===== src/rtl/cnna_pkg.sv =====
// Shared definitions for the conv engine buffer controllers: the write-side
// FSM state encoding and the address-size helper used for alignment widths.
package cnna_pkg;

    typedef enum logic [2:0] {
        ST_IDLE      = 3'd0,
        ST_LOAD_W    = 3'd1,
        ST_LOAD_F    = 3'd2,
        ST_WAIT_BANK = 3'd3,
        ST_DRAIN     = 3'd4
    } state_e;

    // Number of address bits needed to index 'value' entries (ceil log2).
    function automatic int GETASIZE(input int value);
        int width;
        width = 32'sd0;
        for (int i = 0; i < 31; i++) begin
            if ((32'sd1 << i) < value) begin
                width = i + 32'sd1;
            end
        end
        return width;
    endfunction

    localparam int CH_IN_DEF  = 32'sd16;
    localparam int CH_OUT_DEF = 32'sd32;
    localparam int CI_ALIGN_W = GETASIZE(CH_IN_DEF);
    localparam int CO_ALIGN_W = GETASIZE(CH_OUT_DEF);

endpackage


===== src/rtl/pingpong_bank_tracker.sv =====
// Tracks occupancy of the two feature banks. The writer fills banks in
// alternation (wbank), the compute side releases them in the same order
// (rbank). A release aimed at an empty bank is ignored.
module pingpong_bank_tracker (
    input  logic       clk,
    input  logic       rst,
    input  logic       clr,
    input  logic       row_end,
    input  logic       consume,
    output logic [1:0] full,
    output logic       wbank,
    output logic       rbank
);

    logic [1:0] full_r;
    logic [1:0] full_nxt_s;
    logic       wbank_r;
    logic       wbank_nxt_s;
    logic       rbank_r;
    logic       rbank_nxt_s;

    // Next-state of flags and pointers; a release and a row end may land on
    // different banks in the same cycle and both take effect.
    always_comb begin
        full_nxt_s  = full_r;
        wbank_nxt_s = wbank_r;
        rbank_nxt_s = rbank_r;
        if (clr) begin
            full_nxt_s  = 2'b00;
            wbank_nxt_s = 1'b0;
            rbank_nxt_s = 1'b0;
        end else begin
            if (consume && full_r[rbank_r]) begin
                full_nxt_s[rbank_r] = 1'b0;
                rbank_nxt_s         = ~rbank_r;
            end else begin
                rbank_nxt_s = rbank_r;
            end
            if (row_end) begin
                full_nxt_s[wbank_r] = 1'b1;
                wbank_nxt_s         = ~wbank_r;
            end else begin
                wbank_nxt_s = wbank_r;
            end
        end
    end

    // Flag and pointer registers.
    always_ff @(posedge clk) begin
        if (rst) begin
            full_r  <= 2'b00;
            wbank_r <= 1'b0;
            rbank_r <= 1'b0;
        end else begin
            full_r  <= full_nxt_s;
            wbank_r <= wbank_nxt_s;
            rbank_r <= rbank_nxt_s;
        end
    end

    assign full  = full_r;
    assign wbank = wbank_r;
    assign rbank = rbank_r;

endmodule


===== src/rtl/wr_addr_ctl.sv =====
// Write-side address controller: steers one layer's stream into the weight
// buffer and then row by row into the ping-pong feature buffer, and raises
// the load handshakes the read-address controller waits on.
module wr_addr_ctl
    import cnna_pkg::*;
#(
    parameter int AXIWIDTH   = 32,
    parameter int DEPTHWIDTH = 9,
    parameter int DWIDTH     = 256,
    parameter int CH_IN      = 16,
    parameter int CH_OUT     = 32
) (
    input  logic                  I_clk,
    input  logic                  I_rst,
    input  logic                  I_ap_start,
    input  logic [DEPTHWIDTH-1:0] I_ciGroup,
    input  logic [DEPTHWIDTH-1:0] I_wi_num,
    input  logic [DEPTHWIDTH:0]   I_w_words,
    input  logic [AXIWIDTH-1:0]   I_row_num,
    input  logic [DWIDTH-1:0]     I_data,
    input  logic                  I_data_valid,
    output logic                  O_data_ready,
    input  logic                  I_row_consumed,
    output logic [DWIDTH-1:0]     O_wr_data,
    output logic                  O_wr_wen,
    output logic [DEPTHWIDTH-1:0] O_wr_wdepth,
    output logic                  O_wr_fen,
    output logic                  O_wr_fbank,
    output logic [DEPTHWIDTH-1:0] O_wr_fdepth,
    output logic                  O_weight_load_done,
    output logic                  O_f_rdy,
    output logic                  O_layer_done
);

    localparam logic [DEPTHWIDTH-1:0] ZERO_D  = {DEPTHWIDTH{1'b0}};
    localparam logic [DEPTHWIDTH-1:0] ONE_D   = {{(DEPTHWIDTH-1){1'b0}}, 1'b1};
    localparam logic [DEPTHWIDTH:0]   ZERO_W  = {(DEPTHWIDTH+1){1'b0}};
    localparam logic [DEPTHWIDTH:0]   ONE_W   = {{DEPTHWIDTH{1'b0}}, 1'b1};
    localparam logic [AXIWIDTH-1:0]   ZERO_R  = {AXIWIDTH{1'b0}};
    localparam logic [AXIWIDTH-1:0]   ONE_R   = {{(AXIWIDTH-1){1'b0}}, 1'b1};
    localparam logic [DWIDTH-1:0]     ZERO_DW = {DWIDTH{1'b0}};

    // A beat must hold whole pixels of CH_IN bytes and whole weight words of CH_OUT bytes.
    if (((DWIDTH % (CH_IN * 8)) != 0) || ((DWIDTH % (CH_OUT * 8)) != 0)) begin : g_bad_packing
        $error("wr_addr_ctl: DWIDTH does not pack CH_IN/CH_OUT byte lanes evenly");
    end

    // Start edge detection and layer configuration
    logic                  start_d1_r;
    logic                  start_d2_r;
    logic                  start_edge_s;
    logic [DEPTHWIDTH-1:0] ci_group_r;
    logic [DEPTHWIDTH-1:0] wi_num_r;
    logic [DEPTHWIDTH:0]   w_words_r;
    logic [AXIWIDTH-1:0]   row_num_r;

    // FSM and counters
    state_e                state_r;
    state_e                state_nxt_s;
    logic [DEPTHWIDTH-1:0] wcnt_r;
    logic [DEPTHWIDTH-1:0] cig_r;
    logic [DEPTHWIDTH-1:0] pix_r;
    logic [DEPTHWIDTH-1:0] facc_r;
    logic [AXIWIDTH-1:0]   row_cnt_r;

    // Registered outputs
    logic [DWIDTH-1:0]     wr_data_r;
    logic                  wen_r;
    logic [DEPTHWIDTH-1:0] wdepth_r;
    logic                  fen_r;
    logic                  fbank_r;
    logic [DEPTHWIDTH-1:0] fdepth_r;
    logic                  weight_done_r;
    logic                  f_rdy_r;
    logic                  layer_done_r;

    // Decoded conditions
    logic       ready_s;
    logic       w_accept_s;
    logic       f_accept_s;
    logic       drain_empty_s;
    logic       w_last_s;
    logic       cig_last_s;
    logic       pix_last_s;
    logic       row_end_s;
    logic       row_last_s;
    logic       other_busy_s;
    logic       start_to_f_s;
    logic [1:0] full_s;
    logic       wbank_s;
    logic       rbank_s;

    assign start_edge_s = start_d1_r & ~start_d2_r;
    assign start_to_f_s = (I_w_words == ZERO_W);
    assign w_last_s     = (({1'b0, wcnt_r} + ONE_W) == w_words_r);
    assign cig_last_s   = ((cig_r + ONE_D) == ci_group_r);
    assign pix_last_s   = ((pix_r + ONE_D) == wi_num_r);
    assign row_end_s    = f_accept_s & cig_last_s & pix_last_s;
    assign row_last_s   = ((row_cnt_r + ONE_R) == row_num_r);
    // The bank after this one stays busy unless it is being released right now.
    assign other_busy_s = full_s[~wbank_s] & ~(I_row_consumed & (rbank_s != wbank_s));

    pingpong_bank_tracker u_banks (
        .clk     (I_clk),
        .rst     (I_rst),
        .clr     (start_edge_s),
        .row_end (row_end_s),
        .consume (I_row_consumed),
        .full    (full_s),
        .wbank   (wbank_s),
        .rbank   (rbank_s)
    );

    // Two-stage registration of ap_start for edge detection.
    always_ff @(posedge I_clk) begin
        if (I_rst) begin
            start_d1_r <= 1'b0;
            start_d2_r <= 1'b0;
        end else begin
            start_d1_r <= I_ap_start;
            start_d2_r <= start_d1_r;
        end
    end

    // FSM state register.
    always_ff @(posedge I_clk) begin
        if (I_rst) begin
            state_r <= ST_IDLE;
        end else begin
            state_r <= state_nxt_s;
        end
    end

    // FSM next-state; a start edge (re)starts the layer from any state.
    always_comb begin
        state_nxt_s = state_r;
        if (start_edge_s) begin
            state_nxt_s = start_to_f_s ? ST_LOAD_F : ST_LOAD_W;
        end else begin
            case (state_r)
                ST_IDLE: begin
                    state_nxt_s = ST_IDLE;
                end
                ST_LOAD_W: begin
                    if (w_accept_s && w_last_s) begin
                        state_nxt_s = ST_LOAD_F;
                    end else begin
                        state_nxt_s = ST_LOAD_W;
                    end
                end
                ST_LOAD_F: begin
                    if (!row_end_s) begin
                        state_nxt_s = ST_LOAD_F;
                    end else if (row_last_s) begin
                        state_nxt_s = ST_DRAIN;
                    end else if (other_busy_s) begin
                        state_nxt_s = ST_WAIT_BANK;
                    end else begin
                        state_nxt_s = ST_LOAD_F;
                    end
                end
                ST_WAIT_BANK: begin
                    if (!full_s[wbank_s]) begin
                        state_nxt_s = ST_LOAD_F;
                    end else begin
                        state_nxt_s = ST_WAIT_BANK;
                    end
                end
                ST_DRAIN: begin
                    if (full_s == 2'b00) begin
                        state_nxt_s = ST_IDLE;
                    end else begin
                        state_nxt_s = ST_DRAIN;
                    end
                end
                default: begin
                    state_nxt_s = ST_IDLE;
                end
            endcase
        end
    end

    // FSM outputs: ready never depends on valid, and is held low on a start edge
    // so no beat slips into the aborted layer.
    always_comb begin
        ready_s       = 1'b0;
        w_accept_s    = 1'b0;
        f_accept_s    = 1'b0;
        drain_empty_s = 1'b0;
        case (state_r)
            ST_IDLE: begin
                ready_s = 1'b0;
            end
            ST_LOAD_W: begin
                ready_s    = ~start_edge_s;
                w_accept_s = ready_s & I_data_valid;
            end
            ST_LOAD_F: begin
                ready_s    = ~start_edge_s & ~full_s[wbank_s];
                f_accept_s = ready_s & I_data_valid;
            end
            ST_WAIT_BANK: begin
                ready_s = 1'b0;
            end
            ST_DRAIN: begin
                ready_s       = 1'b0;
                drain_empty_s = ~start_edge_s & (full_s == 2'b00);
            end
            default: begin
                ready_s = 1'b0;
            end
        endcase
    end

    // Counters, layer configuration and registered write-port outputs.
    always_ff @(posedge I_clk) begin
        if (I_rst) begin
            ci_group_r    <= ZERO_D;
            wi_num_r      <= ZERO_D;
            w_words_r     <= ZERO_W;
            row_num_r     <= ZERO_R;
            wcnt_r        <= ZERO_D;
            cig_r         <= ZERO_D;
            pix_r         <= ZERO_D;
            facc_r        <= ZERO_D;
            row_cnt_r     <= ZERO_R;
            wr_data_r     <= ZERO_DW;
            wen_r         <= 1'b0;
            wdepth_r      <= ZERO_D;
            fen_r         <= 1'b0;
            fbank_r       <= 1'b0;
            fdepth_r      <= ZERO_D;
            weight_done_r <= 1'b0;
            f_rdy_r       <= 1'b0;
            layer_done_r  <= 1'b0;
        end else if (start_edge_s) begin
            ci_group_r    <= I_ciGroup;
            wi_num_r      <= I_wi_num;
            w_words_r     <= I_w_words;
            row_num_r     <= I_row_num;
            wcnt_r        <= ZERO_D;
            cig_r         <= ZERO_D;
            pix_r         <= ZERO_D;
            facc_r        <= ZERO_D;
            row_cnt_r     <= ZERO_R;
            wen_r         <= 1'b0;
            fen_r         <= 1'b0;
            f_rdy_r       <= 1'b0;
            layer_done_r  <= 1'b0;
            // A layer without weights is immediately weight-complete.
            weight_done_r <= start_to_f_s;
        end else begin
            wen_r        <= 1'b0;
            fen_r        <= 1'b0;
            f_rdy_r      <= 1'b0;
            layer_done_r <= drain_empty_s;
            if (w_accept_s || f_accept_s) begin
                wr_data_r <= I_data;
            end
            if (w_accept_s) begin
                wen_r    <= 1'b1;
                wdepth_r <= wcnt_r;
                wcnt_r   <= wcnt_r + ONE_D;
                if (w_last_s) begin
                    weight_done_r <= 1'b1;
                end
            end
            if (f_accept_s) begin
                fen_r    <= 1'b1;
                fbank_r  <= wbank_s;
                fdepth_r <= facc_r;
                // facc tracks pix*ciGroup+cig by stepping once per beat.
                if (!cig_last_s) begin
                    cig_r  <= cig_r + ONE_D;
                    facc_r <= facc_r + ONE_D;
                end else if (!pix_last_s) begin
                    cig_r  <= ZERO_D;
                    pix_r  <= pix_r + ONE_D;
                    facc_r <= facc_r + ONE_D;
                end else begin
                    cig_r     <= ZERO_D;
                    pix_r     <= ZERO_D;
                    facc_r    <= ZERO_D;
                    row_cnt_r <= row_cnt_r + ONE_R;
                    f_rdy_r   <= 1'b1;
                end
            end
        end
    end

    assign O_data_ready       = ready_s;
    assign O_wr_data          = wr_data_r;
    assign O_wr_wen           = wen_r;
    assign O_wr_wdepth        = wdepth_r;
    assign O_wr_fen           = fen_r;
    assign O_wr_fbank         = fbank_r;
    assign O_wr_fdepth        = fdepth_r;
    assign O_weight_load_done = weight_done_r;
    assign O_f_rdy            = f_rdy_r;
    assign O_layer_done       = layer_done_r;

endmodule


===== config.mk =====
export PLATFORM = sky130hd
export DESIGN_NAME = wr_addr_ctl
export DESIGN_NICKNAME = d
export VERILOG_FILES = /design/src/rtl/cnna_pkg.sv /design/src/rtl/pingpong_bank_tracker.sv /design/src/rtl/wr_addr_ctl.sv
export SDC_FILE = /design/constraint.sdc
export NUM_CORES = 1
export LEC_CHECK = 0
export ABC_CLOCK_PERIOD_IN_PS = 2600
export BUFFER_PORTS_ARGS = -buffer_cell sky130_fd_sc_hd__buf_4
export CAP_MARGIN = 10
export CELL_PAD_IN_SITES_DETAIL_PLACEMENT = 1
export CELL_PAD_IN_SITES_GLOBAL_PLACEMENT = 1
export CORE_UTILIZATION = 32
export DETAILED_ROUTE_END_ITERATION = 6
export GPL_TIMING_DRIVEN = 0
export PLACE_DENSITY = 0.8
export SLEW_MARGIN = 30
export SYNTH_ARGS = -nofsm -noshare
export SYNTH_HDL_FRONTEND = slang
export SYNTH_SLANG_ARGS = --single-unit

===== constraint.sdc =====
create_clock -name I_clk -period 2.6 [get_ports I_clk]
set_clock_uncertainty 0.05 [all_clocks]
set_input_delay 0.65 -clock I_clk [delete_from_list [all_inputs] [get_ports I_clk]]
set_output_delay 0.65 -clock I_clk [all_outputs]
set_load 0.005 [all_outputs]

# ---- Word level (Yosys, flattened, before mapping)
# Index checks and enable logic that the tools add are counted.
dict set report word_totals {
  input_bits 321
  wordCells 118
  ff_bits 417
  out_inout_bits 281
}
dict set report op_classes {
  muxes 35
  bitwise 21
  add_sub_neg 6
  n_lt_le_gt_ge 5
  reduce_logical 18
  n_eq_ne 9
}
# op count
set op_table {}
lappend op_table {{$add A9 B1 Y9 const B} 4}
lappend op_table {{$mux W9} 4}
lappend op_table {{$add A32 B1 Y32 const B} 1}
lappend op_table {{$eq A32 B32 Y1} 1}
lappend op_table {{$eq A9 B9 Y1} 2}
lappend op_table {{$mux W1} 18}
lappend op_table {{$mux W3} 4}
lappend op_table {{$pmux W3 S4} 1}
lappend op_table {{$add A9 B1 Y10 const B} 1}
lappend op_table {{$eq A10 B10 Y1} 1}
lappend op_table {{$logic_not A10 Y1} 1}
lappend op_table {{$mux W2} 5}
lappend op_table {{$reduce_and A2 Y1} 5}
lappend op_table {{$and A1 B1 Y1} 9}
lappend op_table {{$not A1 Y1} 9}
lappend op_table {{$eq A3 B2 Y1 const B} 2}
lappend op_table {{$lt A1 B2 Y1 const B} 3}
lappend op_table {{$logic_and A1 B1 Y1} 4}
lappend op_table {{$reduce_bool A2 Y1} 2}
lappend op_table {{$reduce_or A4 Y1} 1}
lappend op_table {{$eq A3 B1 Y1 const B} 1}
lappend op_table {{$eq A3 B3 Y1 const B} 1}
lappend op_table {{$reduce_and A3 Y1} 1}
lappend op_table {{$reduce_or A3 Y1} 1}
lappend op_table {{other kinds (10)} 12}

# ---- Depth between registers and ports, before layout
# Gate-level depths: netlist of the first run.
dict set report logic_depth {
  ltp_word 11
  depth_mapped 11
  mapped_depth_nobuf 9
}

# ---- Modules after synthesis
# A second synthesis of the first run with hierarchy kept.
dict set report hier_totals {
  cells_unflattened 2175
  hier_area_um2 16960.0
}
# module area_per_inst_um2 cells_each seq_area_each_um2 n_inst
set by_module_without_submodules {}
lappend by_module_without_submodules {wr_addr_ctl 16793.6 2159 8267.9 1}
lappend by_module_without_submodules {pingpong_bank_tracker 166.4 16 80.1 1}

# ---- Worst setup path after synthesis of the first run
# OpenSTA, ideal clock, no wires.
dict set report synth_path {
  kind {reg2reg}
  from {register cig_r[1]}
  to {register row_cnt_r[8]}
  t_required_ps 2422
  arrival_time_ps 2585
  n_path_buf 2
  setup_slack_ps -162
  period_less_slack_ps 2762
  setup_time_ps 128
  path_stages_with_launch 12
  path_cell_list {dfxtp_1 ha_1 buf_4 nor2b_1 a31oi_1 or4_1 a311oi_2 nand4_2 buf_2 nor3_2 xnor2_1 nor2_1}
}
dict set report synth_between {
  elab_chain_len 3
}
# item line
set synth_lines {}
lappend synth_lines {{start: declaration} wr_addr_ctl.sv:61} ;# logic [DEPTHWIDTH-1:0] cig_r;
lappend synth_lines {{start signal: assignment} wr_addr_ctl.sv:274} ;# cig_r <= cig_r + ONE_D;
lappend synth_lines {{$add A9 B1 Y9} wr_addr_ctl.sv:96} ;# assign cig_last_s = ((cig_r + ONE_D) == ci_group_r);
lappend synth_lines {{$eq A9 B9 Y1} wr_addr_ctl.sv:96}
lappend synth_lines {{$reduce_and A3 Y1 (no line)} -}
lappend synth_lines {{end signal: assignment} wr_addr_ctl.sv:284} ;# row_cnt_r <= row_cnt_r + ONE_R;
lappend synth_lines {{end: declaration} wr_addr_ctl.sv:64} ;# logic [AXIWIDTH-1:0] row_cnt_r;
# No other way between the ends.
# A chain may end at the register's enable or synchronous reset.

# ---- Final worst setup path of the first run
dict set report layout_path {
  from {register cig_r[0]}
  to {register row_cnt_r[7]}
}
# Same word-level chain as after synthesis.

==> qor.yml, run 1 <==
row_count: 83
crit_required_ps: 2980
outcome: "complete, but fails checks"
max_freq_mhz: 352
viasPerCell: 5.10
grt_use_total: 0.284
grt_max_degree: 13
setup_viol: 47
drc: 0
clock_sink_count: 417
first_pass_iters: 6
syn-instance-count: 2149
cts_root_buf: "clkbuf_16"
ys_seq_elements: 417
grt_pass1_wl_um: 116000
die_area_um2: 53800
synth.distinct_cells: 62
yosys.area.top_type: "dfxtp_1"
grt_pass1_vias: 19100
cp-end-kind: "flop"
crit_arrival_ps: 3230
cts_tree: "yes"
cts.path.max_buffers: 3
final_cell_mix: "nand2_1, buf_4, dfxtp_1"
fin_nets: 3175
pwr-share-comb: 0.103
coreArea_um2: 51800
switchingPower_mw: 3.92
violations: "negative setup slack"
layout_setup_ws_ps: -244
vdd_ir_drop_max_mv: 0.452
antenna_found_initial: 11
period_share: 1.09
synth_enable_flop_cells: 0
synth_warnings: 0
async_flop_share: 0
pwr-share-seq: 0.425
start_kind: "flop"
hold_viol_final: 0
num_io_pins: 602
finalWirelength_um: 81300
slew_viol_final: 0
timing_worst_setup_path_type: "flop to flop"
clock_power_share: 0.472
final_util: 0.492
area_growth_pct: 50.6
drt-initial-drc-count: 933
final_layout_size_suffix_gt1_frac: 0.326
synth_fp_nets: 2475
total_power_mw: 15.8
hold_path.class: "input pin to flop"
p_leak_nw: 10.6
cts.htree.levels: 2
vias: 18200
clk_pin_slew_ps: 60
rsz0062_at_grt: "yes"
final_common_cell: "nand2_1"
port_buffers: 601
die_h_um: 232
swShare: 0.247
worstMarginPinSlew_ps: 925
cp_max_fo: 10
cts_buffers: 49
worst_skew_pair.late_latency_ps: 590
gp_congestion: 0.963
synth_ff_type: "dfxtp_1"
power_density_nw_per_um2: 622
dp_hpwl_um: 59900
syn-cell-area_um2: 16900
post_synth.cell_area_avg_um2: 7.87
internal-power_mw: 11.9
ant_nets: 0
wire_per_inst_um: 22.7
fin_setup_tns_ps: -3980
start_util: 0.327
grt_overflow: 0
die_w_um: 232
relSlewSlack: 0.383
synth_top_area_frac: 0.493
max-cap-violations: 0
fin_crit_ps: 2840
ys_seq_area_frac: 0.493
ys_top_cells_by_area: "dfxtp_1, nand2_1, a21oi_1, xnor2_1, clkbuf_1"
## cells in the mapped netlist, types with 14 or more instances
cell and count:
nand2_1 726, dfxtp_1 417, a21oi_1 371, clkbuf_1 129, nor2_1 80, xnor2_1 66
xor2_1 53, nand3_1 39, o21ai_0 32, nand4_1 19, and3_1 17, or3_1 17
buf_2 14, nor3_1 14
## worst paths after layout
path | startpoint | endpoint | slack [ps] | cells past startpoint
min | I_ap_start | start_d1_r | 240 | 2
min reg2reg | O_wr_data[21] | O_wr_data[21] | 410 | 2
max reg2reg | cig_r[0] | row_cnt_r[7] | -240 | 11
max | cig_r[0] | row_cnt_r[7] | -240 | 11
## cells by family after synthesis
logic type      count (synthesis)  synth area share
fa+ha+maj                       5           0.00370
flops                         417             0.493
simple gates                  991             0.253
buf+inv                       158            0.0372
mux                             7           0.00414
xor+xnor                      123            0.0670
compound gates                448             0.142
## worst max-delay path: stages (launching register included)
cell and delay [ps]:
dfxtp_2 350, ha_4 160, nor2b_4 180, a31oi_2 120
or4_4 510, a311oi_4 250, buf_4 180, nand4_4 100
buf_12 180, clkbuf_4 210, o21ai_0 270, a21oi_1 120
## layer usage
| layer | part of all wire | global-route usage | vias to the layer above |
|---|---|---|---|
| li1 | - | - | 8540 |
| met1 | 0.38 | 0.317 | 8795 |
| met2 | 0.50 | 0.502 | 650 |
| met3 | 0.066 | 0.0704 | 222 |
| met4 | 0.054 | 0.138 | 12 |
| met5 | 0.0011 | 0 | - |
## through the flow
stage          instance area (um2)  instances  hold slack [ps]  setup slack (ps)
2_1_floorplan                17000       2149              387              6.09
4_1_cts                      25000       3556              217              -155
3_5_place_dp                 22300       3430              397             -1080
3_3_place_gp                 22300       3430              394              -976
5_1_grt                      25500       3573              236              -299
6_report                     25500       3574              240              -244
## power by group through the flow
stage / clock network, mW / registers, mW / logic, mW
2_1_floorplan: 0 / 6.86 / 0.590
3_3_place_gp: 0 / 6.87 / 1.51
3_5_place_dp: 0 / 6.88 / 1.55
4_1_cts: 7.57 / 6.74 / 1.60
5_1_grt: 7.84 / 6.75 / 1.76
6_report: 7.47 / 6.74 / 1.64
## flip-flops by register name, indices dropped and copies added (netlist names), 2 cells and up
signal and flops:
O_wr_data 256, facc_r 9, wi_num_r 9, w_words_r 10, O_wr_wdepth 9, row_cnt_r 32
row_num_r 32, u_banks.full 2, wcnt_r 9, pix_r 9, O_wr_fdepth 9, ci_group_r 9
state_r 3, cig_r 9
## final cells by class
cell class | instances | area (um2)
fillers | 6212 | 26300
flip-flops and latches | 417 | 8400
inverters | 9 | 33.8
repair buffers | 658 | 5050
clock buffers | 69 | 1440
multi-input cells | 1574 | 8650
clock inverters | 22 | 304
diodes | 5 | 12.5
well taps | 680 | 851
plain buffers | 140 | 727
## timing repair
action | 4_1_cts | 5_1_grt
hold buffers | 0 | 0
buffers inserted | 38 | 16
gates resized for setup | 185 | 97
gates cloned | 3 | 0
pin swaps | 42 | 36
endpoints found under the setup margin | 334 | 88
No activity file was read; power rests on OpenSTA's default activity.
==> run 2, diff against run 1 <==
Settings changed: ABC_AREA set to 1, CORE_UTILIZATION 32 to 31, PLACE_DENSITY 0.8 to 0.79.
==> run 2 against run 1 <==
Net effect: the run now ends clean; combinational power grew 29%; routed wire length is 4.7% higher; sequential share of layout area up 0.46 points; worst hold slack worse by 32 ps; first-iteration DRC count rose by 14%; synthesized cell count up 13%; register-to-register slack improved by 340 ps; via count is 7.1% higher; final area fell by 1.5%; area after synthesis up 1.9%; power increased by 3.7%; largest cell class is now flip-flops and latches; highest routed layer unchanged.
==> qor.yml, run 2 <==
outcome: "completed"
hold_buffers: 0  # unchanged
final_layout_size_suffix_gt1_frac: 0.283  # -0.0424
crit_arrival_ps: 1810  # -1420 ps
max_freq_mhz: 398  # +13%
fin_nets: 3446  # +8.5%
timing_worst_setup_path_type: "flop to output pin"
cts.htree.levels: 2  # unchanged
cts_root_buf: "clkbuf_16"
crit_required_ps: 1900  # -1080 ps
cp_max_fo: 19  # +9
synth_warnings: 0  # unchanged
clock_sink_count: 417  # unchanged
gp_congestion: 0.931  # -3.3%
fin_crit_ps: 2510  # -331 ps
fillers: 6899  # +11%
synth_commonest_cells: "nor2_1, dfxtp_1, o21ai_0"
final_util: 0.456  # -0.0351
relSlewSlack: 0.380  # -0.00333
synth_most_common_cell: "nor2_1"
yosys.area.top_type: "dfxtp_1"
row_count: 86  # +3.6%
grt_pass1_wl_um: 124000  # +6.6%
worst-r2r-setup-slack_ps: 100  # +340 ps
cts_buffers: 50  # +2.0%
port_buffers: 601  # unchanged
synth_fp_nets: 2762  # +12%
wire_per_inst_um: 21.7  # -4.4%
syn-cell-area_um2: 17200  # +1.9%
hold_viol_final: 0  # unchanged
largest_register_ffs: 256  # unchanged
ys_top_cells_by_area: "dfxtp_1, nor2_1, o21ai_0, nand2_1, inv_1"
die_area_um2: 56600  # +5.2%
power_density_nw_per_um2: 655  # +5.2%
synth.distinct_cells: 43  # -31%
die_w_um: 238  # +2.6%
multi_input_area_um2: 8110  # -6.3%
final_cell_mix: "nor2_1, buf_4, dfxtp_1"
syn-instance-count: 2436  # +13%
max-cap-violations: 0  # unchanged
synth_enable_flop_cells: 0  # unchanged
synth_ff_type: "dfxtp_1"
coreArea_um2: 55000  # +6.1%
area_growth_pct: 45.5
total_power_mw: 16.4  # +3.7%
antenna_found_initial: 9  # -2
r2r_start: "cig_r[0]"
worstRegToRegCells: 12  # +1
num_io_pins: 602  # unchanged
cp-end-kind: "output pin"
ys_seq_area_frac: 0.484  # -0.00938
first_pass_iters: 5  # -1
endpoint: "O_data_ready"
worst_skew_pair.late_latency_ps: 600  # about the same
cts_tree: "yes"
ant_nets: 0  # unchanged
critPathLaunch: "start_d1_r"
rsz0062_at_grt: "yes"
async_flop_share: 0  # unchanged
start_kind: "flop"
grt_pass1_vias: 20100  # +5.4%
period_share: 0.967  # -0.127
fin_setup_tns_ps: 0  # +3980 ps
synth_top_area_frac: 0.484  # -0.00938
post_synth.cell_area_avg_um2: 7.08  # -10%
drc: 0  # unchanged
regArea_um2: 8390  # -0.10%
drt-initial-drc-count: 1062  # +14%
die_h_um: 238  # +2.6%
viasPerCell: 4.99  # -2.1%
hold_path.class: "input pin to flop"
ys_seq_elements: 417  # unchanged
clk_pin_slew_ps: 60  # about the same
grt_overflow: 0  # unchanged
slew_viol_final: 0  # unchanged
cts.path.max_buffers: 3  # unchanged
setup_viol: 0  # -100%
grt_use_total: 0.290  # +0.00552
vias: 19500  # +7.1%
grt_max_degree: 14  # +1
finalWirelength_um: 85100  # +4.7%
p_leak_nw: 11.7  # +11%
final_common_cell: "nor2_1"
dp_hpwl_um: 67300  # +12%
start_util: 0.314  # -0.0128
r2r-end: "cig_r[6]"
worstMarginPinSlew_ps: 930  # +5.00 ps
vdd_ir_drop_max_mv: 0.450  # -0.32%
run 2: cell types whose count changed in the layout (fill, tap and decap cells not counted), moves of 15 or more:
cell	before	now
nor2_1	73	646
xnor2_1	56	6
clkbuf_2	43	21
buf_2	4	32
inv_1	9	147
o21ai_0	24	360
nor2_4	2	19
nand2_2	3	23
nand2_1	716	310
nand3_1	29	102
nor2_2	5	21
a21oi_1	363	109
xor2_1	52	13
o21ai_1	7	22
run 2: metrics by stage:
stage	worst slack [ps]	area, um2	cells	hold WS [ps]
after floorplan	455	17200	2436	361
after global placement	-447	22700	3785	406
after detailed placement	-525	22700	3785	412
after CTS	-50.9	24600	3883	180
after global routing	-102	25100	3908	206
final	86.9	25100	3912	208
run 2: per-layer routing:
| metal | part of all wire | track usage |
|---|---|---|
| met5 | 0.00078 | 0 |
| met4 | 0.043 | 0.122 |
| met1 | 0.40 | 0.342 |
| met2 | 0.47 | 0.486 |
| met3 | 0.080 | 0.0876 |
run 2: layout make-up:
cell class,instances,area share
Sequential cell,417,0.334
Multi-Input combinational cell,1738,0.323
Timing Repair Buffer,634,0.190
Clock buffer,78,0.0601
Tap cell,748,0.0373
Buffer,125,0.0235
Inverter,154,0.0234
Clock inverter,13,0.00743
Antenna cell,5,0.000499
run 2: critical path: stages, from the launching register on:
cell and delay (ps):
dfxtp_2 330, inv_1 100, nor2_4 60, inv_2 100, clkbuf_8 240, nand3_2 120
nand2_2 130, buf_4 130
run 2: cell families after synthesis:
| logic type | after synthesis | share of synthesized area |
|---|---|---|
| compound gates | 521 | 0.155 |
| simple gates | 1192 | 0.281 |
| flops | 417 | 0.484 |
| fa+ha+maj | 5 | 0.00363 |
| xor+xnor | 20 | 0.0110 |
| buf+inv | 281 | 0.0657 |
run 2: power by group:
group | internal, mW | total, mW | switching [mW]
Combinational | 0.963 | 2.11 | 1.14
Clock | 4.38 | 7.33 | 2.95
Sequential | 6.75 | 7.00 | 0.247
run 2: how the worst min path moves through the flow:
stage / slack, ps / startpoint / to / depth (start not counted)
6_report: 210 / I_ap_start / start_d1_r / 3
5_1_grt: 210 / I_ap_start / start_d1_r / 3
4_1_cts: 180 / I_data[101] / O_wr_data[101] / 3
3_5_place_dp: 410 / ci_group_r[5] / ci_group_r[5] / 2
3_3_place_gp: 410 / row_num_r[18] / row_num_r[18] / 2
2_1_floorplan: 360 / start_d1_r / start_d2_r / 2
run 2: repair_timing:
item / CTS / global route
buffers inserted: 7 / 26
resized for setup: 46 / 138
pin swaps: 5 / 30
setup endpoints to repair: 300 / 294
endpoints found under the hold margin: 0 / 0
cloned: 0 / 0
==> run 3, diff against run 2 <==
Settings changed: CTS_BUF_LIST set to sky130_fd_sc_hd__clkbuf_4 sky130_fd_sc_hd__clkbuf_8 sky130_fd_sc_hd__clkbuf_16, SETUP_SLACK_MARGIN set to 0.3.
==> run 3 against run 2 <==
Net effect: global-route usage is 0.76 points higher; register-to-register slack got worse by 70 ps; combinational power is 4% higher; worst hold slack lost 2.8 ps; clock-buffer cell count did not move; critical path depth increased by 8; final area rose by 5.2%; fmax is 2.0% lower; power grew 1.6%; via count increased by 2.6%; critical path type is now flop to flop; highest routed layer unchanged.
==> qor.yml, run 3 (synthesized netlist as in run 2, its figures left out) <==
outcome: "completed"
p_leak_nw: 12.2  # +4.4%
cts.htree.levels: 2  # unchanged
ant_nets: 0  # unchanged
max-cap-violations: 0  # unchanged
worstMarginPinSlew_ps: 953  # +22.7 ps
vias: 20000  # +2.6%
worst_skew_pair.late_latency_ps: 610  # about the same
clock_sink_count: 417  # unchanged
final_util: 0.480  # +0.0239
setup_viol: 0  # unchanged
fin_nets: 3496  # +1.5%
die_area_um2: 56600  # unchanged
cts_buffers: 50  # unchanged
wire_per_inst_um: 22.5  # +3.3%
timing_worst_setup_path_type: "flop to flop"
final_cell_mix: "buf_4, nor2_1, dfxtp_1"
drc: 0  # unchanged
dpl-instance-area_um2: 22700  # unchanged
slew_viol_final: 0  # unchanged
slowest_stage: "dfxtp_2"
start_kind: "flop"
cts_root_buf: "clkbuf_16"
viasPerCell: 5.06  # +1.3%
cp_max_fo: 6  # -13
grt_max_degree: 14  # unchanged
first_pass_iters: 7  # +2
cp_num_buf_inv: 3  # -1
cpPeakStageDelay_ps: 400  # +70 ps
grt_overflow: 0  # unchanged
period_share: 0.987  # +0.0202
coreArea_um2: 55000  # unchanged
vdd_ir_drop_max_mv: 0.453  # +0.56%
min_from: "I_ap_start"
cts_tree: "yes"
r2r_start: "row_cnt_r[9]"
finalWirelength_um: 89000  # +4.6%
clk_pin_slew_ps: 60  # about the same
grt_use_total: 0.297  # +0.00756
cp_cell_sequence: "nand2_1, nor2_1, nand2_1, nor2_4, buf_4, nand3_1, nand3_1, nand2_1, nor2_1, nand2_1, nor2_2, nand4_1, buf_4, buf_6, a21oi_2"
fin_crit_ps: 2570  # +52.5 ps
area_growth_pct: 53.1
drt-initial-drc-count: 1227  # +16%
hold_viol_final: 0  # unchanged
final_cell_area_um2: 26400  # +5.2%
gp_congestion: 0.931  # unchanged
post-place-ws_ps: -525  # unchanged
start_util: 0.314  # unchanged
crit_required_ps: 3080  # +1180 ps
dp_cells: 3785  # unchanged
crit_arrival_ps: 3050  # +1240 ps
cts.path.max_buffers: 3  # unchanged
hold_path.class: "input pin to flop"
cp-end-kind: "flop"
max_freq_mhz: 390  # -2.0%
die_h_um: 238  # unchanged
antenna_found_initial: 9  # unchanged
port_buffers: 601  # unchanged
instances_no_fill: 3962  # +1.3%
grt_pass1_vias: 20700  # +2.6%
cpLargestDelayFamily: "simple AND/OR/NAND/NOR gates"
critPathLaunch: "row_cnt_r[9]"
dp_hpwl_um: 67300  # unchanged
rsz0062_at_grt: "yes"
grt_pass1_wl_um: 127000  # +2.6%
largest_register_ffs: 256  # unchanged
power_density_nw_per_um2: 632  # -3.5%
die_w_um: 238  # unchanged
row_count: 86  # unchanged
hold_buffers: 0  # unchanged
final_common_cell: "buf_4"
cpMostUsedCell: "nand2_1"
final_layout_size_suffix_gt1_frac: 0.333  # +0.0495
layout_setup_ws_ps: 34.4  # -52.5 ps
relSlewSlack: 0.365  # -0.0152
num_io_pins: 602  # unchanged
-- run 3: changes by cell type in the layout (fill, tap and decap cells not counted), moves of 10 or more --
| cell | previous run | this run |
|---|---|---|
| buf_4 | 633 | 660 |
| clkbuf_1 | 77 | 54 |
| nand2_1 | 310 | 287 |
| o21ai_0 | 360 | 337 |
| o21ai_2 | 0 | 22 |
| clkbuf_4 | 2 | 20 |
| buf_6 | 4 | 18 |
| nand2_4 | 3 | 16 |
| a21oi_1 | 109 | 98 |
| nor2_4 | 19 | 30 |
| a21oi_2 | 2 | 12 |
| nand3_1 | 102 | 92 |
-- run 3: report_power, final --
group	leakage (nW)	switching, mW	internal (mW)
Sequential	3.42	0.252	6.75
Clock	0.881	2.97	4.52
Combinational	7.92	1.19	1.00
-- run 3: cell type report --
type,instances,area [um2]
inverter,154,598
sequential,417,8410
antenna,5,12.5
fill,6822,28600
clock inverter,13,186
clock buffer,78,1560
timing repair buffer,682,5340
tap,748,936
multi-input combinational,1738,8670
buffer,127,699
-- run 3: repair_timing --
item / CTS / global route
setup buffers: 42 / 35
cloned: 4 / 0
resized for setup: 181 / 224
pin swaps: 30 / 68
endpoints found under the setup margin: 336 / 309
-- run 3: path summary, 6_finish.rpt --
| kind | to | slack (ps) | cells after the start |
|---|---|---|---|
| setup / recovery | state_r[2] | 30 | 15 |
| hold / removal | start_d1_r | 210 | 3 |
| setup reg to reg | state_r[2] | 30 | 15 |
| hold reg to reg | O_wr_fdepth[0] | 420 | 2 |
-- run 3: stage by stage --
step           total power [mW]  setup TNS (ps)  hold slack [ps]
6_report                   16.7               0              205
5_1_grt                    17.2            -333              201
4_1_cts                    16.7               0              180
3_5_place_dp               9.17          -58910              412
3_3_place_gp               9.09          -36640              406
2_1_floorplan              7.81               0              361
-- run 3: metal layers --
layer	vias to the layer above	wire length, um	part of all wire	GRT usage
li1	9354	-	-	-
met1	9724	35200	0.40	0.353
met2	750	42600	0.48	0.500
met3	199	6990	0.079	0.0792
met4	8	4120	0.046	0.136
met5	-	66	0.00074	0
-- run 3: tightest hold or removal path, stage by stage --
cell	delay [ps]
buf_4	80
inv_1	30
nor2_1	60
